[config.mk]
export PLATFORM = sky130hd
export DESIGN_NAME = bid_collector_flat
export DESIGN_NICKNAME = d
export VERILOG_FILES = /design/src/rtl/auction_pkg.sv /design/src/rtl/bid_collector_if.sv /design/src/rtl/bid_collector.sv /design/src/flat_wrapper.sv
export SDC_FILE = /design/constraint.sdc
export NUM_CORES = 1
export LEC_CHECK = 0
export CORE_MARGIN = 5
export CORE_UTILIZATION = 52
export CTS_CLUSTER_SIZE = 14
export DETAILED_ROUTE_END_ITERATION = 8
export PLACE_DENSITY = 0.79
export SETUP_SLACK_MARGIN = 0.15
export SLEW_MARGIN = 20
export SYNTH_ARGS = -nofsm -noshare
export SYNTH_HDL_FRONTEND = slang
export SYNTH_SLANG_ARGS = --single-unit
[constraint.sdc]
create_clock -name clk -period 3.2 [get_ports clk]
set_input_delay 0.48 -clock clk [delete_from_list [all_inputs] [get_ports clk]]
set_output_delay 0.48 -clock clk [all_outputs]
set_load 0.03 [all_outputs]
[src/rtl/auction_pkg.sv]
// Shared auction definitions: default sizing and the collector FSM states.
//   N_DEF : default log2 of bidder count
//   W_DEF : default bid width in bits
package auction_pkg;

    localparam int unsigned N_DEF = 3;
    localparam int unsigned W_DEF = 3;

    typedef enum logic [1:0] {
        LOAD   = 2'd0,
        SEARCH = 2'd1,
        RESULT = 2'd2
    } state_t;

endpackage

[src/rtl/bid_collector_if.sv]
// Bid collector bus: upstream bid stream, downstream result handshake and packed bid image.
//   master : environment side (drives in_valid/in_bid/out_ready)
//   slave  : collector side (drives in_ready, bid, out_valid, winner, win_bid)
interface bid_collector_if
    import auction_pkg::*;
#(
    parameter int unsigned N = N_DEF,
    parameter int unsigned W = W_DEF
);

    logic                 in_valid;
    logic [W-1:0]         in_bid;
    logic                 in_ready;
    logic [(2**N)*W-1:0]  bid;
    logic                 out_valid;
    logic                 out_ready;
    logic [N-1:0]         winner;
    logic [W-1:0]         win_bid;

    modport master (
        output in_valid, in_bid, out_ready,
        input  in_ready, bid, out_valid, winner, win_bid
    );

    modport slave (
        input  in_valid, in_bid, out_ready,
        output in_ready, bid, out_valid, winner, win_bid
    );

endinterface

[src/rtl/bid_collector.sv]
// Collects 2**N bids in arrival order, scans them one slot per cycle for the
// highest (lowest index wins ties) and holds the result until consumed.
//   clk, rst_n : clock, asynchronous active-low reset
//   bus        : bid_collector_if.slave (bid stream in, result out, packed bid bus)
module bid_collector
    import auction_pkg::*;
#(
    parameter int unsigned N = N_DEF,
    parameter int unsigned W = W_DEF
) (
    input  logic           clk,
    input  logic           rst_n,
    bid_collector_if.slave bus
);

    localparam int unsigned NUM_SLOTS = 2**N;
    localparam logic [N-1:0] LAST_IDX = N'(NUM_SLOTS - 1);

    state_t         state_q, state_d;
    logic [N-1:0]   load_idx_q, load_idx_d;
    logic [N-1:0]   scan_idx_q, scan_idx_d;
    logic [W-1:0]   slot_q [NUM_SLOTS];
    logic [W-1:0]   slot_d [NUM_SLOTS];
    logic [W-1:0]   max_q, max_d;
    logic [N-1:0]   max_idx_q, max_idx_d;
    logic [N-1:0]   winner_q, winner_d;
    logic [W-1:0]   win_bid_q, win_bid_d;
    logic           in_ready_q, in_ready_d;
    logic           out_valid_q, out_valid_d;

    logic           accept;
    logic           consume;
    logic [W-1:0]   cur_bid;

    // in_ready_q is high exactly in LOAD, out_valid_q exactly in RESULT
    assign accept  = bus.in_valid & in_ready_q;
    assign consume = bus.out_ready & out_valid_q;
    assign cur_bid = slot_q[scan_idx_q];

    // State register
    always_ff @(posedge clk or negedge rst_n) begin
        if (!rst_n) begin
            state_q <= LOAD;
        end else begin
            state_q <= state_d;
        end
    end

    // Next-state logic
    always_comb begin
        state_d = state_q;
        case (state_q)
            LOAD:    if (accept && (load_idx_q == LAST_IDX)) state_d = SEARCH;
            SEARCH:  if (scan_idx_q == LAST_IDX)             state_d = RESULT;
            RESULT:  if (consume)                            state_d = LOAD;
            default: state_d = LOAD;
        endcase
    end

    // Output and datapath next values
    always_comb begin
        load_idx_d = load_idx_q;
        scan_idx_d = scan_idx_q;
        slot_d     = slot_q;
        max_d      = max_q;
        max_idx_d  = max_idx_q;
        winner_d   = winner_q;
        win_bid_d  = win_bid_q;

        case (state_q)
            LOAD: begin
                if (accept) begin
                    slot_d[load_idx_q] = bus.in_bid;
                    load_idx_d         = load_idx_q + N'(1);
                end
            end
            SEARCH: begin
                // Slot 0 seeds the running max; later slots must be strictly greater
                if ((scan_idx_q == '0) || (cur_bid > max_q)) begin
                    max_d     = cur_bid;
                    max_idx_d = scan_idx_q;
                end
                scan_idx_d = scan_idx_q + N'(1);
                if (scan_idx_q == LAST_IDX) begin
                    winner_d  = max_idx_d;
                    win_bid_d = max_d;
                end
            end
            default: ;
        endcase

        in_ready_d  = (state_d == LOAD);
        out_valid_d = (state_d == RESULT);
    end

    // Datapath and output registers
    always_ff @(posedge clk or negedge rst_n) begin
        if (!rst_n) begin
            load_idx_q  <= '0;
            scan_idx_q  <= '0;
            for (int i = 0; i < NUM_SLOTS; i++) slot_q[i] <= '0;
            max_q       <= '0;
            max_idx_q   <= '0;
            winner_q    <= '0;
            win_bid_q   <= '0;
            in_ready_q  <= 1'b1;
            out_valid_q <= 1'b0;
        end else begin
            load_idx_q  <= load_idx_d;
            scan_idx_q  <= scan_idx_d;
            slot_q      <= slot_d;
            max_q       <= max_d;
            max_idx_q   <= max_idx_d;
            winner_q    <= winner_d;
            win_bid_q   <= win_bid_d;
            in_ready_q  <= in_ready_d;
            out_valid_q <= out_valid_d;
        end
    end

    assign bus.in_ready  = in_ready_q;
    assign bus.out_valid = out_valid_q;
    assign bus.winner    = winner_q;
    assign bus.win_bid   = win_bid_q;

    // Slot i occupies bits [(i+1)*W-1 : i*W] of the auction bus
    for (genvar g = 0; g < NUM_SLOTS; g++) begin : g_bid
        assign bus.bid[g*W +: W] = slot_q[g];
    end

endmodule

[src/flat_wrapper.sv]
// flat-port wrapper written by rule: the top's interface ports become plain ports
module bid_collector_flat import auction_pkg::*;
#(
    parameter int unsigned N = N_DEF,
    parameter int unsigned W = W_DEF
)
  (clk, rst_n, bus_in_valid, bus_in_bid, bus_out_ready, bus_in_ready, bus_bid, bus_out_valid, bus_winner, bus_win_bid);
  bid_collector_if #(.N(N), .W(W)) bus_i ();
  input  logic clk;
  input  logic rst_n;
  input wire logic [$bits(bus_i.in_valid)-1:0] bus_in_valid;
  input wire logic [$bits(bus_i.in_bid)-1:0] bus_in_bid;
  input wire logic [$bits(bus_i.out_ready)-1:0] bus_out_ready;
  output wire logic [$bits(bus_i.in_ready)-1:0] bus_in_ready;
  output wire logic [$bits(bus_i.bid)-1:0] bus_bid;
  output wire logic [$bits(bus_i.out_valid)-1:0] bus_out_valid;
  output wire logic [$bits(bus_i.winner)-1:0] bus_winner;
  output wire logic [$bits(bus_i.win_bid)-1:0] bus_win_bid;
  assign bus_i.in_valid = bus_in_valid;
  assign bus_i.in_bid = bus_in_bid;
  assign bus_i.out_ready = bus_out_ready;
  assign bus_in_ready = bus_i.in_ready;
  assign bus_bid = bus_i.bid;
  assign bus_out_valid = bus_i.out_valid;
  assign bus_winner = bus_i.winner;
  assign bus_win_bid = bus_i.win_bid;
  bid_collector #(.N(N), .W(W)) u_core (.clk(clk), .rst_n(rst_n), .bus(bus_i));
endmodule
Word level (Yosys, flattened, before mapping)
Index checks and enable logic that the tools add are counted.

storage, ports and cells
  input port bits = 7
  output and inout bits = 32
  word-level logic and storage cells = 52
  flip-flop bits (word level) = 46

operators by class
  order comparisons = 4
  reductions and logical operators = 8
  muxes and demuxes = 12
  add/subtract/negate cells = 2
  bitwise operators = 4
  equality and inequality tests = 5

operators by type and width
  operator             count
  $bwmux 24            1
  $mux 3               5
  $bmux 3 s3           1
  $demux 3 s3          1
  $ge 4x4->1 const B   2
  $not 3->4            2
  $add 3x1->3 const B  2
  $eq 3x3->1 const B   2
  $mux 2               3
  $pmux 2 s3           1
  $eq 2x2->1 const B   2
  $logic_not 2->1      2
  $lt 4x1->1 const B   1
  $reduce_and 2->1     2
  $gt 3x3->1           1
  $logic_not 3->1      1
  $and 1x1->1          2
  $eq 2x1->1 const B   1
  $logic_and 1x1->1    2
  $logic_or 1x1->1     1

Depth between registers and ports, before layout
Gate-level depths: netlist of run 1.

  word-level depth = 7
  gate-level depth with buffers = 10
  depth with buffers taken out = 9

Least setup slack after synthesis of run 1
No wires, ideal clock.

  kind = reg2reg
  from = register u_core.scan_idx_q[0]
  to = register u_core.max_q[0]
  stages on the path, launching flop included = 9
  slack = 0.470 ns
  arrival = 2.605 ns
  data required time = 3.075 ns
  clock period less this slack = 2.730 ns
  buffers on the path = 1
  path through = dfrtp_1 -> buf_6 -> mux4_2 -> mux2_2 -> ha_1 -> a211oi_1 -> o22ai_2 -> nand2_1 -> mux2_2

between the ends
  cells in the longest elaborated chain, start to end = 7
  elaborated cells on any way between the ends = 8
  classes of those cells = 1 x order compare; 4 x mux; 1 x bitwise; 2 x reduce/logical

RTL lines
  what                                        RTL line              source
  start, declared                             bid_collector.sv:21   logic [N-1:0] scan_idx_q, scan_idx_d;
  start signal, assigned                      bid_collector.sv:110  scan_idx_q <= scan_idx_d;
  $not 3->4 (implied by the code)             bid_collector.sv:38   assign cur_bid = slot_q[scan_idx_q];
  $bmux 3 s3                                  bid_collector.sv:38
  $mux 3 (implied by the code) (2 in series)  bid_collector.sv:38
  $gt 3x3->1                                  bid_collector.sv:79   if ((scan_idx_q == '0) || (cur_bid > max_q)) begin
  $logic_or 1x1->1                            bid_collector.sv:79
  $mux 3 (*)                                  bid_collector.sv:79
  end signal, assigned                        bid_collector.sv:112  max_q <= max_d;
  end, declared                               bid_collector.sv:24   logic [W-1:0] max_q, max_d;

Mark *: on every way between the ends. The rest lies on a longest branch, timed or not. The select of a mux whose other input is x is not followed.
A chain may end at the register's enable or synchronous reset.

Worst setup path in the final report of run 1
  from = register u_core.scan_idx_q[0]
  to = register u_core.max_q[2]

The elaborated chain is that of the path after synthesis.

==> results.sh, run 1 <==
export IMPL_setup_viol=0
export IMPL_gp_congestion=0.931
export IMPL_start_kind="flip-flop"
export IMPL_fin_crit_ns=2.90
export IMPL_slowest_delay_ns=0.55
export IMPL_syn_area_mm2=0.00217
export IMPL_seq_area_frac_synth_pct=53.0
export IMPL_nets=219
export IMPL_path_class="reg -> reg"
export IMPL_async_reset_ff_share_pct=100
export IMPL_slew_viol_final=0
export IMPL_pin_count=39
export IMPL_crit_path_end_kind="flip-flop"
export IMPL_hp_class="in -> async"
export IMPL_syn_to_final_growth_pct=25.8
export IMPL_grt_setup_unrepaired="no"
export IMPL_h_tree_depth=2
export IMPL_ant_nets=0
export IMPL_yosys_top_cells_count="45 x dfrtp_1, 26 x mux2_1, 14 x nand2_1"
export IMPL_hold_viol=0
export IMPL_syn_num_nets=178
export IMPL_timing_setup_tns_ns=0
export IMPL_drc_errors=0
export IMPL_status="finished clean"
export IMPL_die_y_um=74.7
export IMPL_synth_area_per_cell_um2=13.3
export IMPL_cts_tree="built"
export IMPL_initial_core_util_pct=53.9
export IMPL_fmax_mhz=345
export IMPL_crit_arrival_ns=3.09
export IMPL_r2r_cells=7
export IMPL_synth_seq_cells=46
export IMPL_viasPerCell=5.45
export IMPL_cpMostUsedCell="mux2_2"
export IMPL_yosysMostFrequentCell="dfrtp_1"
export IMPL_dp_hpwl_um=3350
export IMPL_cp_slowest_cell="dfrtp_2"
export IMPL_synth_area_leaders="dfrtp_1 52%, mux2_1 13%, mux4_2 6.2%"
export IMPL_syn_inst=163
export IMPL_cts_buffers=5
export IMPL_grt_usage_pct=17.8
export IMPL_cap_viol_max_count=0
export IMPL_wl_um=4360
export IMPL_rows=23
export IMPL_synth_edf_count=0
export IMPL_fin_crit_sh_pct=90.6
export IMPL_fin_skew_ns=0.00586
export IMPL_cts_hold_buf=0
export IMPL_cts_sinks=46
export IMPL_grt_overflow=0
export IMPL_fp_dieW_um=74.7
export IMPL_yosysTopAreaCell="dfrtp_1"
export IMPL_ys_warnings_count=0
export IMPL_diodes=0
export IMPL_cp_required_ns=3.39
export IMPL_cp_num_buf_inv=0
export IMPL_cp_top_family="multiplexers"
export IMPL_critPathMaxFanout=10
export IMPL_final_layout_size_suffix_gt1_share_pct=15.6
export IMPL_root_buffer="clkbuf_8"
export IMPL_grt_antenna_before_repair=0
export IMPL_dr_pass1_iters=4
export IMPL_grt_pass1_vias=1529
export IMPL_r2r_end="u_core.max_q[2]"
export IMPL_rrSetupSlack_ns=0.30
export IMPL_core_area_mm2=0.00403
export IMPL_r2r_start="u_core.scan_idx_q[0]"
export IMPL_grt_pass1_wl_um=7400
export IMPL_io_buffers=38
export IMPL_cts_buffer_depth=2
export IMPL_tightest_slew_ns=0.757
export IMPL_via_count=1389
export IMPL_wl_per_cell_um=17.1
export IMPL_crit_chain="mux4_2, mux2_2, ha_1, a211oi_1, o22ai_2, nand2_1, mux2_2"
export IMPL_grt_max_degree=47
export IMPL_die_area_mm2=0.00557
export IMPL_drt_initial_drc_count=45
export IMPL_maxSlewHeadroom_pct=49.5
export IMPL_clock_latency_ns=0.30
export IMPL_synth_cell_types=27
export IMPL_synth_top_cell_area_share_pct=51.8
export IMPL_synth_flop_cell="dfrtp_1"
export IMPL_clk_transition_reported_paths_ns=0.08
==> what timing repair did <==
item                       4_1_cts  5_1_grt
gates resized for setup          1        0
buffers inserted                 0        0
setup endpoints to repair        3        0
==> worst register-to-register path, stage by stage, from the launching register on <==
cell and delay [ns]:
dfrtp_2 0.55, mux4_2 0.55, mux2_2 0.31, ha_1 0.33
a211oi_1 0.33, o22ai_2 0.15, nand2_1 0.22, mux2_2 0.36
==> kinds of logic after synthesis <==
kind of cell	share of synthesized area, %
xor gates and xnor gates	0.806
buffers and inverters	2.59
AOI/OAI and AO/OA	4.14
muxes	26.7
adders and majority gates	4.61
and+or+nand+nor	8.17
DFF	53.0
==> placed cells by master, fill, tap and decap left out, types with 2 or more instances in the layout <==
cell type	n
o21ai_0	3
nor2_1	6
nor3b_2	2
dfrtp_1	44
mux4_2	6
nand3b_1	3
inv_1	8
ha_1	8
and2_1	2
buf_4	2
nand2_1	14
clkbuf_8	5
mux2i_1	5
mux2_2	9
bufinv_16	2
mux2_1	26
nor3_2	2
clkdlybuf4s50_1	37
o21ai_1	5
nand3_1	2
a21oi_1	4
==> registers in the layout (all words and copies together) (netlist names) <==
name                  flops
u_core.bus.in_ready       1
u_core.bus.out_valid      1
u_core.max_idx_q          3
u_core.bus.bid           24
u_core.max_q              3
u_core.state_q            2
u_core.load_idx_q         3
u_core.bus.winner         3
u_core.bus.win_bid        3
u_core.scan_idx_q         3
==> metrics by stage <==
step | hold slack, ns | cell area, um^2 | worst slack (ns) | cells | util [%]
floorplan | 0.184 | 2170 | 0.470 | 163 | -
detailed placement | 0.475 | 2590 | 0.170 | 247 | 64.3
finish | 0.171 | 2730 | 0.299 | 255 | 67.9
global route | 0.207 | 2730 | 0.190 | 255 | 67.9
global placement | 0.475 | 2590 | 0.320 | 247 | 64.3
CTS | 0.371 | 2730 | 0.298 | 255 | 67.8
==> per-layer routing <==
metal  up-vias  GRT usage [%]  wire (um)
li1        661              -          -
met1       682           21.1       1830
met2        39           31.6       2260
met3         7           4.67        211
met4         0           5.34         58
met5         -              0          0
==> cell type report <==
| type | count | area [um^2] |
|---|---|---|
| fillers | 274 | 1290 |
| flip-flops and latches | 46 | 1150 |
| multi-input cells | 104 | 965 |
| repair buffers | 39 | 385 |
| clock buffers | 5 | 68.8 |
| clock inverters | 3 | 68.8 |
| well taps | 50 | 62.6 |
| inverters | 8 | 30.0 |
==> worst max path at each step <==
stage | from | depth (start not counted) | end | slack [ns]
5_1_grt | u_core.scan_idx_q[0] | 7 | u_core.max_q[2] | 0.19
6_report | u_core.scan_idx_q[0] | 7 | u_core.max_q[2] | 0.30
3_5_place_dp | u_core.scan_idx_q[0] | 7 | u_core.max_q[2] | 0.17
2_1_floorplan | u_core.scan_idx_q[0] | 8 | u_core.max_q[0] | 0.47
3_3_place_gp | u_core.scan_idx_q[0] | 7 | u_core.max_q[1] | 0.32
4_1_cts | u_core.scan_idx_q[0] | 7 | u_core.max_q[2] | 0.30
Power of run 1 is left out: the tool's default activity adds up to more than one toggle a clock period on the data nets, which glitch-free logic cannot reach.
==> inputs of run 2 (changes only) <==
Settings changed: CORE_MARGIN 5 to 3, CTS_CLUSTER_DIAMETER from default to 200.
==> run 2 against run 1 <==
Cell count fell by 0.39%. Worst hold slack worse by 0.084 ns. Flip-flop and latch count is the same. Global-route usage up 2.0 points. Register-to-register slack gained 0.07 ns. Die area down 10%. Critical path depth did not move. Clock skew increased by 0.0049 ns. Clock-buffer cell count up 3.
==> results.sh, run 2 (same netlist as run 1, synthesis figures left out) <==
export IMPL_status="finished clean"
export IMPL_grt_pass1_wl_um=7530
export IMPL_cts_tree="built"
export IMPL_wl_um=4390
export IMPL_crit_arrival_ns=3.02
export IMPL_clock_latency_ns=0.30
export IMPL_fin_crit_ns=2.83
export IMPL_rows=22
export IMPL_pin_count=39
export IMPL_ant_nets=0
export IMPL_grt_overflow=0
export IMPL_post_cts_buffers=0
export IMPL_timing_setup_tns_ns=0
export IMPL_initial_core_util_pct=56.4
export IMPL_r2r_start="u_core.scan_idx_q[0]"
export IMPL_setup_viol=0
export IMPL_fin_crit_sh_pct=88.4
export IMPL_cts_sinks=46
export IMPL_layout_setup_ws_ns=0.371
export IMPL_slowest_delay_ns=0.53
export IMPL_start_kind="flip-flop"
export IMPL_cap_viol_max_count=0
export IMPL_cpMostUsedCell="mux2_2"
export IMPL_tightest_slew_ns=0.658
export IMPL_root_buffer="clkbuf_8"
export IMPL_dr_pass1_iters=4
export IMPL_place_ws_ns=0.215
export IMPL_grt_setup_unrepaired="no"
export IMPL_io_buffers=38
export IMPL_cp_required_ns=3.39
export IMPL_nets=220
export IMPL_final_area_mm2=0.00269
export IMPL_crit_chain="mux4_2, mux2_2, ha_1, a211oi_1, o22ai_2, nand2_1, mux2_2"
export IMPL_gp_congestion=0.814
export IMPL_rrSetupSlack_ns=0.37
export IMPL_core_area_mm2=0.00385
export IMPL_cts_buffers=5
export IMPL_slew_viol_final=0
export IMPL_grt_usage_pct=19.7
export IMPL_via_count=1416
export IMPL_syn_to_final_growth_pct=23.8
export IMPL_dp_hpwl_um=3280
export IMPL_final_layout_size_suffix_gt1_share_pct=14.6
export IMPL_nFillCells=297
export IMPL_fmax_mhz=354
export IMPL_fin_util_pct=69.8
export IMPL_grt_pass1_vias=1479
export IMPL_wl_per_cell_um=17.3
export IMPL_final_common_cell="dfrtp_1"
export IMPL_cts_hold_buf=0
export IMPL_place_area_mm2=0.00259
export IMPL_fp_dieW_um=70.7
export IMPL_path_class="reg -> reg"
export IMPL_hp_class="in -> async"
export IMPL_critPathMaxFanout=10
export IMPL_hold_viol=0
export IMPL_clk_transition_reported_paths_ns=0.08
export IMPL_die_area_mm2=0.00499
export IMPL_drc_errors=0
export IMPL_r2r_end="u_core.max_q[2]"
export IMPL_mostFrequentLayoutCells="44 x dfrtp_1, 37 x clkdlybuf4s50_1, 26 x mux2_1"
export IMPL_drt_initial_drc_count=50
export IMPL_cp_slowest_cell="mux4_2"
export IMPL_h_tree_depth=2
export IMPL_viasPerCell=5.57
export IMPL_grt_max_degree=47
export IMPL_maxSlewHeadroom_pct=56.0
export IMPL_r2r_cells=7
export IMPL_crit_path_end_kind="flip-flop"
export IMPL_grt_antenna_before_repair=0
export IMPL_diodes=0
export IMPL_largest_register_ffs=24
export IMPL_fin_skew_ns=0.0108
export IMPL_cts_buffer_depth=2
export IMPL_die_y_um=70.7
==> run 2: metal layers <==
layer  vias to the layer above  global-route usage, %  wire [um]
li1                        654                      -          -
met1                       715                   24.8       1840
met2                        41                   32.8       2290
met3                         6                   6.53        222
met4                         0                   5.64         46
met5                         -                      0          0
==> run 2: layout make-up <==
class	count	area (um^2)	share of cell area, %
sequential	46	1150	42.9
timing repair buffer	40	403	15.0
tap	48	60.1	2.23
inverter	8	30.0	1.12
multi-input combinational	104	965	35.8
clock buffer	8	80.1	2.98
==> run 2: worst max path at each step <==
stage	from	endpoint	slack [ns]	cells past startpoint
after global routing	u_core.scan_idx_q[0]	u_core.max_q[2]	0.21	7
final	u_core.scan_idx_q[0]	u_core.max_q[2]	0.37	7
after floorplan	u_core.scan_idx_q[0]	u_core.max_q[0]	0.47	8
after CTS	u_core.scan_idx_q[0]	u_core.max_q[2]	0.20	7
after detailed placement	u_core.scan_idx_q[0]	u_core.max_q[1]	0.22	7
after global placement	u_core.scan_idx_q[0]	u_core.max_q[0]	0.32	7
==> run 2: critical path: cells and delay by family, from the launching register on <==
kind / cells / cell delay [ns]
fa+ha+maj: 1 / 0.32
mux: 3 / 1.20
simple gates: 1 / 0.21
flops: 1 / 0.52
compound gates: 2 / 0.47
==> run 2: repair_timing <==
| item | in CTS | in global routing |
|---|---|---|
| endpoints found under the hold margin | 0 | 0 |
| setup endpoints to repair | 0 | 6 |
| gates resized for setup | 0 | 1 |
==> run 2: stage by stage <==
stage	hold WS [ns]	std cells
after global placement	0.468	245
after detailed placement	0.477	245
after global routing	0.0892	254
after floorplan	0.184	163
after CTS	0.371	253
final	0.0874	254
Power of run 2 is left out for the same reason.
